==> config.mk <==
export PLATFORM = sky130hd
export DESIGN_NAME = hid_kbd_ascii_fifo
export DESIGN_NICKNAME = d
export VERILOG_FILES = /design/src/rtl/hid_kbd_ascii_fifo.sv
export SDC_FILE = /design/constraint.sdc
export NUM_CORES = 1
export LEC_CHECK = 0
export ABC_AREA = 1
export BUFFER_PORTS_ARGS = -buffer_cell sky130_fd_sc_hd__buf_4
export CORE_ASPECT_RATIO = 0.7
export CORE_MARGIN = 1
export CORE_UTILIZATION = 30
export CTS_BUF_LIST = sky130_fd_sc_hd__clkbuf_8
export DETAILED_ROUTE_END_ITERATION = 12
export SLEW_MARGIN = 20
export SYNTH_ARGS = -nofsm -noshare
export SYNTH_HDL_FRONTEND = slang
export SYNTH_SLANG_ARGS = --single-unit
==> constraint.sdc <==
create_clock -name clk -period 7.25 [get_ports clk]
set_input_delay 0 -clock clk [delete_from_list [all_inputs] [get_ports clk]]
set_output_delay 0 -clock clk [all_outputs]
set_load 0.01 [all_outputs]
==> src/rtl/hid_kbd_ascii_fifo.sv <==
// hid_kbd_ascii_fifo
// Turns USB HID keyboard reports into a queue of ASCII characters for the CPU.
// An unread report is snapshotted, its four key slots are scanned one per
// cycle against the previous report, newly pressed keys are translated
// (US layout, Shift-aware) and pushed into a character FIFO. The report is
// then acknowledged upstream with a one-cycle hid_rd pulse.
//
// Optional feature: define KBD_TYPEMATIC_EN to add auto-repeat of a single
// held key (REPEAT_DELAY / REPEAT_RATE parameters, in clk cycles).
//
// Ports:
//   clk, rst     system clock, asynchronous active-high reset
//   kbd_status   [15:8] modifiers, [2] lost data, [1] report unread, [0] keyboard
//   kbd_keys     {key4,key3,key2,key1} HID usage codes
//   hid_rd       one-cycle read acknowledge to the HID front-end
//   cpu_pop      pop the FIFO head (ignored when empty)
//   cpu_clr      clear rx_overflow / rx_lost
//   rx_data      FIFO head character, 0x00 when empty
//   rx_valid     FIFO not empty
//   rx_count     number of queued characters
//   rx_overflow  sticky: character dropped because the FIFO was full
//   rx_lost      sticky: upstream reported lost data
//
// FSM states:
//   state  | meaning
//   S_IDLE | waiting for an unread report
//   S_SCAN | checking key slot idx (0..3) for a new press
//   S_UPD  | storing the snapshot as the previous report
//   S_ACK  | issuing hid_rd
//   S_WAIT | waiting for upstream to drop the unread flag

module hid_kbd_ascii_fifo #(
    parameter int FIFO_DEPTH = 16,
    parameter int CNT_W      = 5
`ifdef KBD_TYPEMATIC_EN
    ,
    parameter logic [23:0] REPEAT_DELAY = 24'd12_000_000,
    parameter logic [23:0] REPEAT_RATE  = 24'd1_200_000
`endif
) (
    input  logic             clk,
    input  logic             rst,
    input  logic [15:0]      kbd_status,
    input  logic [31:0]      kbd_keys,
    output logic             hid_rd,
    input  logic             cpu_pop,
    input  logic             cpu_clr,
    output logic [7:0]       rx_data,
    output logic             rx_valid,
    output logic [CNT_W-1:0] rx_count,
    output logic             rx_overflow,
    output logic             rx_lost
);

    localparam int PTR_W = $clog2(FIFO_DEPTH);

    typedef enum logic [2:0] {S_IDLE, S_SCAN, S_UPD, S_ACK, S_WAIT} state_t;

    state_t      state;
    logic [1:0]  idx;
    logic [31:0] snap_keys;
    logic        snap_shift;
    logic [31:0] prev_keys;

    logic [7:0]       mem [FIFO_DEPTH];
    logic [PTR_W-1:0] wr_ptr;
    logic [PTR_W-1:0] rd_ptr;

    logic [4:0] bit_off;
    logic [7:0] cur_key;
    logic       in_prev;
    logic [8:0] cur_map;
    logic       scan_push;
    logic       push;
    logic [7:0] push_chr;
    logic       push_ok;
    logic       pop_ok;
    logic       lost_set;
    logic       all_rollover;

    wire unused_status = &{1'b0, kbd_status[15:14], kbd_status[12:9], kbd_status[7:3]};

    // Returns {mapped, character}; mapped=0 for codes without an ASCII form.
    function automatic logic [8:0] ascii_map(input logic [7:0] code, input logic shift);
        logic [8:0] r;
        r = 9'h000;
        if (code >= 8'h04 && code <= 8'h1D)
            r = {1'b1, (shift ? 8'h41 : 8'h61) + (code - 8'h04)};
        else begin
            case (code)
                8'h1E: r = {1'b1, shift ? 8'h21 : 8'h31};
                8'h1F: r = {1'b1, shift ? 8'h40 : 8'h32};
                8'h20: r = {1'b1, shift ? 8'h23 : 8'h33};
                8'h21: r = {1'b1, shift ? 8'h24 : 8'h34};
                8'h22: r = {1'b1, shift ? 8'h25 : 8'h35};
                8'h23: r = {1'b1, shift ? 8'h5E : 8'h36};
                8'h24: r = {1'b1, shift ? 8'h26 : 8'h37};
                8'h25: r = {1'b1, shift ? 8'h2A : 8'h38};
                8'h26: r = {1'b1, shift ? 8'h28 : 8'h39};
                8'h27: r = {1'b1, shift ? 8'h29 : 8'h30};
                8'h28: r = {1'b1, 8'h0D};
                8'h29: r = {1'b1, 8'h1B};
                8'h2A: r = {1'b1, 8'h08};
                8'h2B: r = {1'b1, 8'h09};
                8'h2C: r = {1'b1, 8'h20};
                8'h2D: r = {1'b1, shift ? 8'h5F : 8'h2D};
                8'h2E: r = {1'b1, shift ? 8'h2B : 8'h3D};
                8'h2F: r = {1'b1, shift ? 8'h7B : 8'h5B};
                8'h30: r = {1'b1, shift ? 8'h7D : 8'h5D};
                8'h31: r = {1'b1, shift ? 8'h7C : 8'h5C};
                8'h33: r = {1'b1, shift ? 8'h3A : 8'h3B};
                8'h34: r = {1'b1, shift ? 8'h22 : 8'h27};
                8'h35: r = {1'b1, shift ? 8'h7E : 8'h60};
                8'h36: r = {1'b1, shift ? 8'h3C : 8'h2C};
                8'h37: r = {1'b1, shift ? 8'h3E : 8'h2E};
                8'h38: r = {1'b1, shift ? 8'h3F : 8'h2F};
                default: r = 9'h000;
            endcase
        end
        return r;
    endfunction

    // Key slot under test and its new-press qualification
    assign bit_off = {idx, 3'b000};
    assign cur_key = snap_keys[bit_off +: 8];
    assign in_prev = (cur_key == prev_keys[7:0])   || (cur_key == prev_keys[15:8]) ||
                     (cur_key == prev_keys[23:16]) || (cur_key == prev_keys[31:24]);
    assign cur_map = ascii_map(cur_key, snap_shift);
    assign scan_push = (state == S_SCAN) && (cur_key != 8'h00) && (cur_key != 8'h01) &&
                       !in_prev && cur_map[8];

    assign all_rollover = (snap_keys == 32'h0101_0101);
    assign lost_set     = (state == S_IDLE) && kbd_status[1] && kbd_status[2];

`ifdef KBD_TYPEMATIC_EN
    logic [23:0] rep_cnt;
    logic [2:0]  held_n;
    logic [7:0]  held_key;
    logic [8:0]  held_map;
    logic        held_ok;
    logic        rep_fire;

    always_comb begin
        held_n   = 3'd0;
        held_key = 8'h00;
        for (int i = 0; i < 4; i++) begin
            if (prev_keys[i*8 +: 8] != 8'h00) begin
                held_n   = held_n + 3'd1;
                held_key = prev_keys[i*8 +: 8];
            end
        end
    end

    assign held_map = ascii_map(held_key, snap_shift);
    assign held_ok  = (held_n == 3'd1) && held_map[8];
    assign rep_fire = held_ok && (rep_cnt == 24'd0) && (state != S_UPD);

    // Down-counter reloads on every new report; terminal count fires a repeat.
    always_ff @(posedge clk or posedge rst) begin
        if (rst)
            rep_cnt <= REPEAT_DELAY - 24'd1;
        else if (state == S_UPD || !held_ok)
            rep_cnt <= REPEAT_DELAY - 24'd1;
        else if (rep_cnt == 24'd0)
            rep_cnt <= REPEAT_RATE - 24'd1;
        else
            rep_cnt <= rep_cnt - 24'd1;
    end

    // Scan pushes take priority; a colliding repeat is simply skipped.
    assign push     = scan_push || rep_fire;
    assign push_chr = scan_push ? cur_map[7:0] : held_map[7:0];
`else
    assign push     = scan_push;
    assign push_chr = cur_map[7:0];
`endif

    // Report sequencing
    always_ff @(posedge clk or posedge rst) begin
        if (rst) begin
            state      <= S_IDLE;
            idx        <= 2'd0;
            snap_keys  <= 32'h0;
            snap_shift <= 1'b0;
            prev_keys  <= 32'h0;
            hid_rd     <= 1'b0;
        end else begin
            hid_rd <= 1'b0;
            case (state)
                S_IDLE: begin
                    if (kbd_status[1]) begin
                        if (kbd_status[0]) begin
                            snap_keys  <= kbd_keys;
                            snap_shift <= kbd_status[9] | kbd_status[13];
                            idx        <= 2'd0;
                            state      <= S_SCAN;
                        end else begin
                            state <= S_ACK;
                        end
                    end
                end
                S_SCAN: begin
                    idx <= idx + 2'd1;
                    if (idx == 2'd3)
                        state <= S_UPD;
                end
                S_UPD: begin
                    // A full rollover report carries no key information.
                    if (!all_rollover)
                        prev_keys <= snap_keys;
                    state <= S_ACK;
                end
                S_ACK: begin
                    hid_rd <= 1'b1;
                    state  <= S_WAIT;
                end
                S_WAIT: begin
                    if (!kbd_status[1])
                        state <= S_IDLE;
                end
                default: state <= S_IDLE;
            endcase
        end
    end

    // Character FIFO; a pop frees room for a push in the same cycle.
    assign pop_ok  = cpu_pop && (rx_count != '0);
    assign push_ok = push && ((rx_count != CNT_W'(FIFO_DEPTH)) || pop_ok);

    always_ff @(posedge clk) begin
        if (push_ok)
            mem[wr_ptr] <= push_chr;
    end

    always_ff @(posedge clk or posedge rst) begin
        if (rst) begin
            wr_ptr   <= '0;
            rd_ptr   <= '0;
            rx_count <= '0;
        end else begin
            if (push_ok)
                wr_ptr <= wr_ptr + 1'b1;
            if (pop_ok)
                rd_ptr <= rd_ptr + 1'b1;
            case ({push_ok, pop_ok})
                2'b10:   rx_count <= rx_count + 1'b1;
                2'b01:   rx_count <= rx_count - 1'b1;
                default: rx_count <= rx_count;
            endcase
        end
    end

    // Sticky flags; a set event outranks a simultaneous clear.
    always_ff @(posedge clk or posedge rst) begin
        if (rst) begin
            rx_overflow <= 1'b0;
            rx_lost     <= 1'b0;
        end else begin
            if (push && !push_ok)
                rx_overflow <= 1'b1;
            else if (cpu_clr)
                rx_overflow <= 1'b0;
            if (lost_set)
                rx_lost <= 1'b1;
            else if (cpu_clr)
                rx_lost <= 1'b0;
        end
    end

    assign rx_valid = (rx_count != '0);
    assign rx_data  = rx_valid ? mem[rd_ptr] : 8'h00;

endmodule
==> results.json <==
{
  "outcome": "finished, final reports clean",
  "seq_cells_post_synth": 214,
  "clkSlewWorstSetupHoldPaths_ns": 0.06,
  "critPathSlowestCell": "nor2_1",
  "routed_via_density": 4.82,
  "post_synth_inst_count": 1133,
  "r2r_path_start": "idx[1]",
  "routed_wirelength_um": 28200,
  "crit_path_category": "reg -> reg",
  "finalSetupViolations": 0,
  "min_from": "kbd_keys[9]",
  "count_of_antenna_violating_nets_left_after_detailed_routing": 0,
  "clock-skew-final_ns": 0.0220,
  "grt_pass1_wl_um": 45300,
  "rsz0062_at_grt": "no",
  "syn-num-nets": 1210,
  "ctsRootBufferMaster": "clkbuf_8",
  "timing.final.hold_violations": 0,
  "dpl_cell_area_um2": 11600,
  "ys_seq_area_share_pct": 56.1,
  "final_core_util_pct": 36.6,
  "max-cap-violations": 0,
  "cts.path.max_buffers": 3,
  "yosys_warns": 0,
  "largest_net_degree_at_the_start_of_global_routing": 71,
  "drive_above_1_share_pct": 14.4,
  "crit_chain": "inv_6 -> nand3_1 -> nand2_2 -> inv_2 -> ha_1 -> nand2_1 -> inv_1 -> nand3_1 -> nand2_1 -> inv_1 -> nand2_1 -> nor2_1 -> nand3_2 -> nand2_2 -> nor2_4 -> nand2_2 -> nor2_1",
  "synth_ff_type": "edfxtp_1",
  "globalplace.congestion": 0.885,
  "top_level_ports": 69,
  "clock_tree.htree_level_count": 2,
  "numCtsBuffers": 37,
  "post_cts_buffers": 0,
  "detailroute.via_count": 8380,
  "timing.slew.headroom_pct": 28.5,
  "layout_worst_path_cycle_share_pct": 58.8,
  "antenna_cells_inserted": 0,
  "via_count_of_the_first_global_routing_pass": 8217,
  "slowest_delay_ns": 0.78,
  "placementRows": 57,
  "io_buffer_count": 57,
  "tns_ns": 0,
  "cts_tree": "yes",
  "layout_commonest_cell": "nand2_1",
  "arrival_ns": 4.45,
  "worst_setup_path_end_kind": "flop",
  "drt_drc_violations_left": 0,
  "ys_async_sr_fraction_pct": 40.2,
  "timing.critical_path.required_ns": 7.43,
  "die_h_um": 160,
  "clock_insertion_delay_at_the_later_pin_of_the_skew_report_ns": 0.56,
  "grt_remaining_overflow": 0,
  "count_of_routing_violations_after_the_opening_detailed_route_iteration": 700,
  "startpoint": "idx[1]",
  "hpwl_dp_um": 18800,
  "cp_max_fo": 11,
  "vdd_drop_max_mv": 0.169,
  "coreArea_um2": 34900,
  "initial_core_util_pct": 30.7,
  "synth-edff-count": 128,
  "route.detailed.wl_per_inst_um": 16.2,
  "max_clock_freq_mhz": 234,
  "floorplan.die_area_um2": 36400,
  "report.power.total_mw": 6.22,
  "final_nets": 1319,
  "finalHoldWorstSlack_ns": 0.198,
  "ys_top_cells_by_area": "edfxtp_1 (36%), dfrtp_1 (20%), nand2_1 (8.4%), o21ai_0 (6.5%), nor2_1 (4.2%)",
  "post-synth-top-area-cell": "edfxtp_1",
  "slew_viol_final": 0,
  "average_cell_area_after_synthesis_um2": 9.44,
  "min_cycle_time_layout_ns": 4.27,
  "cts_sinks": 214,
  "netlist_area_um2": 10700,
  "worst_slew_pin_slew_ns": 1.07,
  "antenna_found_initial": 0,
  "standby_leakage_power_nw": 5.48,
  "drt_pre_antenna_iters": 6,
  "nFillCells": 3476,
  "post_synth_num_cell_types": 49,
  "grt_use_total_pct": 16.0,
  "flow.area_growth_from_synthesis_pct": 19.4,
  "power_density_nw_per_um2": 487,
  "yosys.area.top_type_share_pct": 35.9,
  "cp_startpoint_kind": "flop",
  "stdcell_area_um2": 12800,
  "hold_path_class": "in -> reg",
  "die_w_um": 228,
  "highest_count_cells_in_the_layout_ignoring_fill_and_taps": "nand2_1 (240), o21ai_0 (139), edfxtp_1 (128), nor2_1 (120), inv_1 (117)"
}
-- synth_stat cells, drive strengths merged, types with 2 or more instances --
cell    instances
o22ai           9
buf             6
xor2           16
nand2         266
dfrtp          86
o31ai           5
o21ai         147
nand4          10
nand3          73
nor3            6
edfxtp        128
or2             3
nor4           11
clkbuf         37
inv           113
ha             24
nand3b          2
a21oi          26
o221ai         24
nor2          128
-- kinds of logic after synthesis --
kind of cell | share of synthesized area, %
AO/OA/AOI/OAI | 12.0
XOR/XNOR | 1.46
adder cells (fa/ha/maj) | 2.99
buffers and inverters | 6.06
flip-flops | 56.1
AND/OR/NAND/NOR | 21.4
-- final timing paths --
| check | end | slack [ns] | cells past startpoint |
|---|---|---|---|
| max in group asynchronous | prev_keys[1] | 5.48 | 5 |
| setup / recovery | mem[7][2] | 2.98 | 17 |
| setup reg to reg | mem[7][2] | 2.98 | 17 |
| hold reg to reg | prev_keys[7] | 0.51 | 2 |
| hold / removal | snap_keys[9] | 0.20 | 4 |
| min in group asynchronous | hid_rd | 0.53 | 4 |
-- worst max-delay path, delay by kind of cell (launching register included) --
family                     cells  cell delay [ns]
buffers and inverters          4             0.50
DFF                            1             0.77
adders and majority gates      1             0.33
and+or+nand+nor               12             2.26
-- routing by layer --
metal	part of all wire [%]	wire, um	GRT usage [%]	vias up
li1	-	-	-	4072
met1	51	14400	24.6	4029
met2	41	11500	22.3	245
met3	6.5	1820	3.24	34
met4	1.5	426	4.42	0
met5	0	0	0	-
-- registers in the layout (all words and copies together), names as in the netlist --
name,cells
rx_overflow,1
mem,128
wr_ptr,4
hid_rd,1
rd_ptr,4
idx,2
snap_keys,32
rx_count,5
rx_lost,1
snap_shift,1
state,3
prev_keys,32
-- power by group --
| group | leakage, nW | switching, mW | total (mW) | internal [mW] |
|---|---|---|---|---|
| Clock | 0.405 | 0.526 | 1.08 | 0.551 |
| Sequential | 2.24 | 0.256 | 2.10 | 1.84 |
| Combinational | 2.84 | 2.07 | 3.05 | 0.981 |
| Total | 5.48 | 2.85 | 6.22 | 3.37 |
-- per-stage QoR --
step                cells  worst slack, ns
floorplan            1133             3.99
global placement     1631             3.09
detailed placement   1631             3.01
CTS                  1739             3.00
global route         1739             2.68
finish               1739             2.98
-- what timing repair did --
| action | in CTS | in global routing |
|---|---|---|
| gates resized for setup | 0 | 0 |
| hold buffers | 44 | 0 |
| endpoints found under the hold margin | 61 | 0 |
-- cell type report --
type	count	area [um2]	share of cell area (%)
inverters	114	440	3.45
clock buffers	40	551	4.31
flip-flops and latches	214	6000	47.0
repair buffers	113	958	7.50
clock inverters	24	145	1.14
multi-input cells	762	4090	32.0
well taps	472	591	4.62
No activity file was read; power rests on OpenSTA's default activity.
